[config.mk]
export PLATFORM = sky130hd
export DESIGN_NAME = image_transpose
export DESIGN_NICKNAME = d
export VERILOG_FILES = /design/src/rtl/image_transpose.sv
export SDC_FILE = /design/constraint.sdc
export NUM_CORES = 2
export LEC_CHECK = 0
export ABC_CLOCK_PERIOD_IN_PS = 7200
export CAP_MARGIN = 20
export CORE_AREA = 4 4 547 549
export DETAILED_ROUTE_END_ITERATION = 6
export DIE_AREA = 0 0 551 553
export HOLD_SLACK_MARGIN = 0.15
export MAX_ROUTING_LAYER = met4
export PLACE_DENSITY = 0.78
export SETUP_SLACK_MARGIN = 0.02
export SLEW_MARGIN = 20
export SYNTH_ARGS = -nofsm -noshare
export SYNTH_HDL_FRONTEND = slang
export SYNTH_SLANG_ARGS = --single-unit
[constraint.sdc]
create_clock -name CLK -period 7.2 [get_ports CLK]
set_input_delay 2.16 -clock CLK [delete_from_list [all_inputs] [get_ports CLK]]
set_output_delay 2.16 -clock CLK [all_outputs]
set_load 0.02 [all_outputs]
[src/rtl/image_transpose.sv]
// Ping-pong frame buffer that emits each image column-major (transposed).
// A 2-entry output FIFO with read credits keeps one pixel per cycle.
module image_transpose #(
  parameter int IMG_W  = 16,
  parameter int IMG_H  = 16,
  parameter int DATA_W = 8
) (
  input  logic              CLK,
  input  logic              RESET,
  input  logic [DATA_W-1:0] In1_DATA,
  input  logic [15:0]       In1_COUNT,
  input  logic              In1_SEND,
  output logic              In1_ACK,
  output logic [DATA_W-1:0] Out1_DATA,
  output logic [15:0]       Out1_COUNT,
  output logic              Out1_SEND,
  input  logic              Out1_RDY,
  input  logic              Out1_ACK
);

  localparam int N  = IMG_W * IMG_H;
  localparam int AW = $clog2(2 * N);
  localparam int CW = $clog2(IMG_W);
  localparam int RW = $clog2(IMG_H);

  logic [DATA_W-1:0] mem [2*N];
  logic [1:0]        full;
  logic              wb;
  logic              rb;
  logic [CW-1:0]     wc;
  logic [CW-1:0]     rc;
  logic [RW-1:0]     wr;
  logic [RW-1:0]     rr;
  logic              rd_valid;
  logic [DATA_W-1:0] rd_data;
  logic [DATA_W-1:0] q0;
  logic [DATA_W-1:0] q1;
  logic [1:0]        occ;
  logic              in_xfer;
  logic              w_eol;
  logic              w_last;
  logic              r_eoc;
  logic              r_last;
  logic              rd_issue;
  logic              pop;
  logic [2:0]        credit;
  logic [AW-1:0]     waddr;
  logic [AW-1:0]     raddr;
  logic [1:0]        set_v;
  logic [1:0]        clr_v;
  logic              unused_ok;

  assign unused_ok  = ^{In1_COUNT, Out1_ACK};
  assign Out1_COUNT = 16'h0001;

  assign In1_ACK = RESET & In1_SEND & ~full[wb];
  assign in_xfer = In1_ACK;
  assign w_eol   = wc == CW'(IMG_W - 1);
  assign w_last  = w_eol & (wr == RW'(IMG_H - 1));
  assign r_eoc   = rr == RW'(IMG_H - 1);
  assign r_last  = r_eoc & (rc == CW'(IMG_W - 1));

  assign pop       = RESET & (occ != 2'd0) & Out1_RDY;
  assign Out1_SEND = pop;
  assign Out1_DATA = q0;

  // Credit counts the slot freed by this cycle's pop.
  assign credit   = 3'(occ) + 3'(rd_valid) - 3'(pop);
  assign rd_issue = RESET & full[rb] & (credit < 3'd2);

  assign waddr = (wb ? AW'(N) : AW'(0))
               + AW'(wr) * AW'(IMG_W) + AW'(wc);
  assign raddr = (rb ? AW'(N) : AW'(0))
               + AW'(rr) * AW'(IMG_W) + AW'(rc);

  assign set_v = (in_xfer & w_last) ? (2'b01 << wb) : 2'b00;
  assign clr_v = (rd_issue & r_last) ? (2'b01 << rb) : 2'b00;

  always_ff @(posedge CLK) begin
    if (in_xfer) mem[waddr] <= In1_DATA;
    rd_data <= mem[raddr];
  end

  always_ff @(posedge CLK or negedge RESET) begin
    if (!RESET) begin
      full <= 2'b00;
    end else begin
      full <= (full & ~clr_v) | set_v;
    end
  end

  always_ff @(posedge CLK or negedge RESET) begin
    if (!RESET) begin
      wb <= 1'b0;
      wc <= '0;
      wr <= '0;
    end else if (in_xfer) begin
      if (w_last) begin
        wb <= ~wb;
        wc <= '0;
        wr <= '0;
      end else if (w_eol) begin
        wc <= '0;
        wr <= wr + RW'(1);
      end else begin
        wc <= wc + CW'(1);
      end
    end
  end

  always_ff @(posedge CLK or negedge RESET) begin
    if (!RESET) begin
      rb       <= 1'b0;
      rc       <= '0;
      rr       <= '0;
      rd_valid <= 1'b0;
    end else begin
      rd_valid <= rd_issue;
      if (rd_issue) begin
        if (r_last) begin
          rb <= ~rb;
          rc <= '0;
          rr <= '0;
        end else if (r_eoc) begin
          rr <= '0;
          rc <= rc + CW'(1);
        end else begin
          rr <= rr + RW'(1);
        end
      end
    end
  end

  always_ff @(posedge CLK or negedge RESET) begin
    if (!RESET) begin
      occ <= 2'd0;
      q0  <= '0;
      q1  <= '0;
    end else begin
      unique case ({rd_valid, pop})
        2'b10: begin
          if (occ == 2'd0) q0 <= rd_data;
          else             q1 <= rd_data;
          occ <= occ + 2'd1;
        end
        2'b01: begin
          q0  <= q1;
          occ <= occ - 2'd1;
        end
        2'b11: begin
          if (occ == 2'd1) begin
            q0 <= rd_data;
          end else begin
            q0 <= q1;
            q1 <= rd_data;
          end
        end
        default: ;
      endcase
    end
  end

endmodule

; After elaboration in Yosys (flattened, before gate mapping)
; Memories as Yosys holds them, arrays and structs flattened. A register that Yosys moved wholly into a read port is not among the register bits.
; Cells that the tools add are included.
[op_classes]
addsub = 12
multipliers = 0
n_div = 0
magnitude_cmp = 3
eq_ne = 11
shifts = 2
mux = 25
bitwise = 16
reduce_logical = 13
[ops]
columns = cell, n
row1 = 4-bit two-way mux, 8
row2 = 8-bit two-way mux, 4
row3 = 8-bit case mux with 3 select lines, 1
row4 = 9-bit by 4-bit adder with 9-bit output, 2
row5 = 9-bit by 8-bit adder with 9-bit output, 2
row6 = 9-bit two-way mux, 2
row7 = "4-bit by 1-bit adder with 4-bit output, second input constant", 4
row8 = "4-bit == test, second input constant", 4
row9 = 8-bit case mux with 2 select lines, 1
row10 = 1-bit bitwise AND, 10
row11 = 2-bit AND reduction, 5
row12 = 2-bit nonzero test, 5
row13 = 1-bit two-way mux, 6
row14 = "2-bit != test, second input constant", 3
row15 = "2-bit by 1-bit == test with 1-bit output, second input constant", 2
row16 = "2-bit == test, second input constant", 2
row17 = "1-bit by 2-bit < comparator with 1-bit output, second input constant", 2
row18 = 2-bit two-way mux, 2
row19 = 2-bit case mux with 2 select lines, 1
row20 = "1-bit by 1-bit << shifter with 2-bit output, first input constant", 2
row21 = 2-bit by 1-bit adder with 3-bit output, 1
row22 = "3-bit by 2-bit < comparator with 1-bit output, second input constant", 1
row23 = 1-bit NOT, 3
row24 = 3-bit AND reduction, 1
row25 = 8 further kinds, 8
[totals]
regBits = 39
latch_bits = 0
mem_bits_rw = 4096
romBits = 0
input_bits = 29
out_inout_bits = 26
elab_cells = 94
memories = 1
[mem_list]
columns = name, depth, word_bits, read_ports, rd_ports_with_merged_regs, wr, line_no
row1 = mem, 512, 8, 1, 1, 1, 26  ; logic [DATA_W-1:0] mem [2*N];

; Logic depth before layout (Yosys ltp)
[depth]
depth_word = 11
mapped_depth = 15
ltp_nobuf = 14

; Worst setup path before layout
; No wires, ideal clock.
[synth_path]
kind = input-to-output
from = in In1_SEND
to = out In1_ACK
arrival_ps = 2878
t_required_ps = 5040
path_slack_ps = 2162
path_stages = 3
n_path_buf = 2
cell_sequence = and3_1 -> clkbuf_1 -> clkbuf_1
[synth_between]
elab_chain_len = 2
[synth_rtl]
columns = item, line_no
row1 = start: declaration, 12  ; input logic In1_SEND,
row2 = 1-bit bitwise AND (2 in series), 56  ; assign In1_ACK = RESET & In1_SEND & ~full[wb];
row3 = end: declaration, 13  ; output logic In1_ACK,
; Every way passes these cells.

; Worst setup path in the final report
; Ends and elaborated chain as after synthesis.

==> impl_results.md <==
* Status: finished with violations
* ANT nets after route at 0
* Final setup vio count at 0
* All-Layer GR Usage at 28.8%
* Endpoints failing hold at 0
* Leakage at 53.7 nW
* Synth area leaders: edfxtp_1, mux4_2, mux2i_1, nor2_1, dfrtp_1
* Area delta synth->final at 10.8%
* Initial Util at 54.9%
* Maxcap violations at 0
* Synth cell types at 74
* Routed len/inst at 36.0 um
* Complex-gate fraction of the synthesized area at 1.97%
* CTS hold repair buffers at 0
* Full die area at 305000 um^2
* Max-slew headroom at 17.4%
* Worst Path Arrival at 3870 ps
* CTS root buffer: clkbuf_16
* Ys async rst share at 0.941%
* Setup crit end kind: output port
* # DRC at 38
* Worst Path Required at 5040 ps
* Total gr overflow at 0
* Xor/xnor share of the synthesized area at 0.0489%
* Worst slack, placed at 1050 ps
* GPL Wtd Cong at 0.920
* Die height at 553 um
* 1st-pass router iterations at 7
* Top FF cell, synth: edfxtp_1
* Layout cells sized above 1 at 24.3%
* Post-DP HPWL at 240000 um
* Critical Path End: In1_ACK
* Failing checks: DRC
* Routed wire length at 423000 um
* I/O pin cnt at 55
* Number of synthesized flops with an enable pin at 4096
* WS Path Type: in -> out
* Clock Latency Late Sink at 930 ps
* Starting DRT DRC Count at 14300
* Synth top area share at 76.3%
* Clock slew at reported path FFs at 60 ps
* HP Class: reg -> reg
* Post-Synth Simple-Gate Area at 2.11%
* First-pass GRT wire length at 610000 um
* CTS max path bufs at 4
* CTS buffer count at 390
* Pwr Total at 48.5 mW
* Critical path origin: In1_SEND
* Setup TNS at 0 ps
* R2R setup slack at 2140 ps
* Vias in the first global route at 81500
* Worst Path Max Fanout at 14
* Reg2reg start: rc[0]$_DFFE_PN0P_
* Max Slew Vio Count at 0
* Switch share at 20.9%
* FP Rows at 199
* CTS tree: yes
* Via density at 6.90
* NumNets Final at 7553
* Fin Hold WS at 498 ps
* Die Width at 551 um
* Clock skew at 59.4 ps
* Synth warnings at 0
* Internal Pwr Total at 38.3 mW
* Final Worst Setup Slack at 1170 ps
* Yosys reg bits at 4143
* Startpoint Class: input pin
* Reg2reg end: rd_data[1]$_DFF_P_
* Peak supply drop at 233 uV
* Slew @ Worst Pin at 1240 ps
* Port bufs at 21
* Most area-hungry cell type in the Yosys netlist: edfxtp_1
* Post-synthesis sequential area ratio at 77.0%
* Fillers at 18900
* Comb pwr share at 2.7%
* Largest net degree at the start of global routing at 207
* RSZ-0062 raised after global routing: false
* Sw Pwr at 10.1 mW
* Sink Count at 4143
* Period Utilization, post-route at 83.8%
* H-tree depth at 5
* Clock share of power at 42.4%
* Largest family of logic cells by synthesized area: multiplexers
* Core footprint at 294000 um^2
* Via count at 81200
* Seq pwr share at 55.0%
* Synthesized cell area at 161000 um^2
* Initial antenna violation count at 20
* Mux cell area share after synthesis at 17.1%
* Adder-Cell Fraction of Synth Area at 0.144%
* Synth Area per Inst at 21.9 um^2
* Post_cts resized at 0
* Setup bufs post-CTS at 0
* Mapped Cells at 7374
* Minimum clock period after layout at 6030 ps
* PD cells at 271 nW/um^2
* FMAX at 166 MHz
* R2R depth at 8
==> cell usage after synthesis (4+ instances only) <==
library cell / instances
dfrtp_1: 39
nand2b_1: 9
nor3_1: 8
and2_1: 6
nor3b_1: 5
or2_2: 5
a211oi_1: 16
a32oi_1: 4
clkbuf_1: 206
buf_1: 31
mux4_2: 1050
a21o_1: 4
edfxtp_1: 4096
o21ai_1: 10
dfxtp_1: 8
o31ai_1: 11
a21oi_1: 60
nand4_1: 5
nand3_1: 62
nor2b_1: 15
o32ai_1: 4
a221oi_1: 29
o22ai_1: 63
a22oi_1: 34
nor4_1: 8
a211o_1: 16
o211ai_1: 17
a2111oi_0: 9
inv_1: 14
nor2_1: 587
mux2i_1: 343
o22a_1: 4
a31oi_1: 8
a221o_1: 6
buf_4: 71
o221ai_1: 66
nand2_1: 104
ha_1: 17
o2111ai_1: 8
buf_2: 113
xnor2_1: 7
buf_6: 49
o21ai_0: 57
mux2_2: 44
and3_1: 6
==> state kept, by name, indices dropped and copies added (netlist names) <==
register,flops
mem,4096
Out1_DATA,8
q1,8
rd_data,8
rc,4
rr,4
wc,4
wr,4
full,2
occ,2
rb,1
rd_valid,1
wb,1
==> per-layer routing <==
metal / share of wire (%) / track usage, %
met1: 34 / 37.6
met2: 47 / 42.3
met3: 14 / 7.99
met4: 5.7 / 13.4
met5: 0 / -
==> placed cells by master (no fill, tap or decap), types with 25 or more instances in the layout <==
cell type | synthesis | final
clkinvlp_4 | 0 | 25
dfrtp_1 | 39 | 33
mux2_2 | 44 | 44
o221ai_1 | 66 | 66
bufinv_16 | 0 | 38
nand3_1 | 62 | 46
a221oi_1 | 29 | 29
buf_12 | 0 | 38
a21oi_1 | 60 | 59
buf_4 | 71 | 137
o21ai_0 | 57 | 56
clkinv_2 | 0 | 74
mux2i_1 | 343 | 343
clkbuf_1 | 206 | 65
clkinv_1 | 2 | 67
diode_2 | 0 | 26
edfxtp_1 | 4096 | 4096
clkbuf_16 | 0 | 398
nand2_1 | 104 | 103
mux4_2 | 1050 | 1050
nor2_1 | 587 | 584
o22ai_1 | 63 | 63
a22oi_1 | 34 | 34
==> critical path: stages <==
cell,delay [ps]
clkdlybuf4s50_1,460
and3_2,530
clkdlybuf4s50_1,710
==> final cells by class <==
cell class,instances,area [um^2],share of cell area [%]
inverter,16,70.1,0.0392
multi-input combinational,2757,34800,19.5
timing repair buffer,198,2060,1.15
tap,3919,4900,2.74
clock inverter,236,2380,1.33
clock buffer,465,10200,5.73
sequential,4143,124000,69.5
antenna,26,65.1,0.0364
==> worst min-delay path by stage <==
stage               slack [ps]          startpoint                 end  cells after the start
CTS                        500  occ[0]$_DFFE_PN0P_  occ[0]$_DFFE_PN0P_                      1
floorplan                  460  rd_data[0]$_DFF_P_   q1[0]$_DFFE_PN0P_                      1
finish                     500  occ[0]$_DFFE_PN0P_  occ[0]$_DFFE_PN0P_                      1
detailed placement         490  rd_data[3]$_DFF_P_   q1[3]$_DFFE_PN0P_                      1
global route               520   full[1]$_DFF_PN0_   full[1]$_DFF_PN0_                      1
global placement           480  rd_data[3]$_DFF_P_   q1[3]$_DFFE_PN0P_                      1
==> through the flow <==
step | utilization (%) | area, um^2 | cells
final | 60.8 | 179000 | 11800
after global routing | 60.8 | 179000 | 11700
after global placement | 56.5 | 166000 | 11000
after floorplan | - | 161000 | 7388
after CTS | 60.8 | 179000 | 11700
after detailed placement | 56.5 | 166000 | 11000
==> power by group through the flow <==
stage | registers, mW | logic [mW] | clock network [mW]
after floorplan | 27.2 | 0.335 | 0
after global placement | 27.1 | 1.19 | 0
after detailed placement | 27.2 | 1.24 | 0
after CTS | 26.6 | 1.25 | 20.6
after global routing | 26.6 | 1.32 | 21.7
final | 26.6 | 1.29 | 20.5
==> logic make-up (layout without fill, tap and decap cells) <==
group                      count (synthesis)  count (layout)
AOI/OAI and AO/OA                        447             447
xor gates and xnor gates                   9               9
adders and majority gates                 18              18
buffers and inverters                    488             915
DFF                                     4143            4143
muxes                                   1437            1437
other                                      2              42
and+or+nand+nor                          830             830
Note: power is estimated with default switching activity, not from simulation.
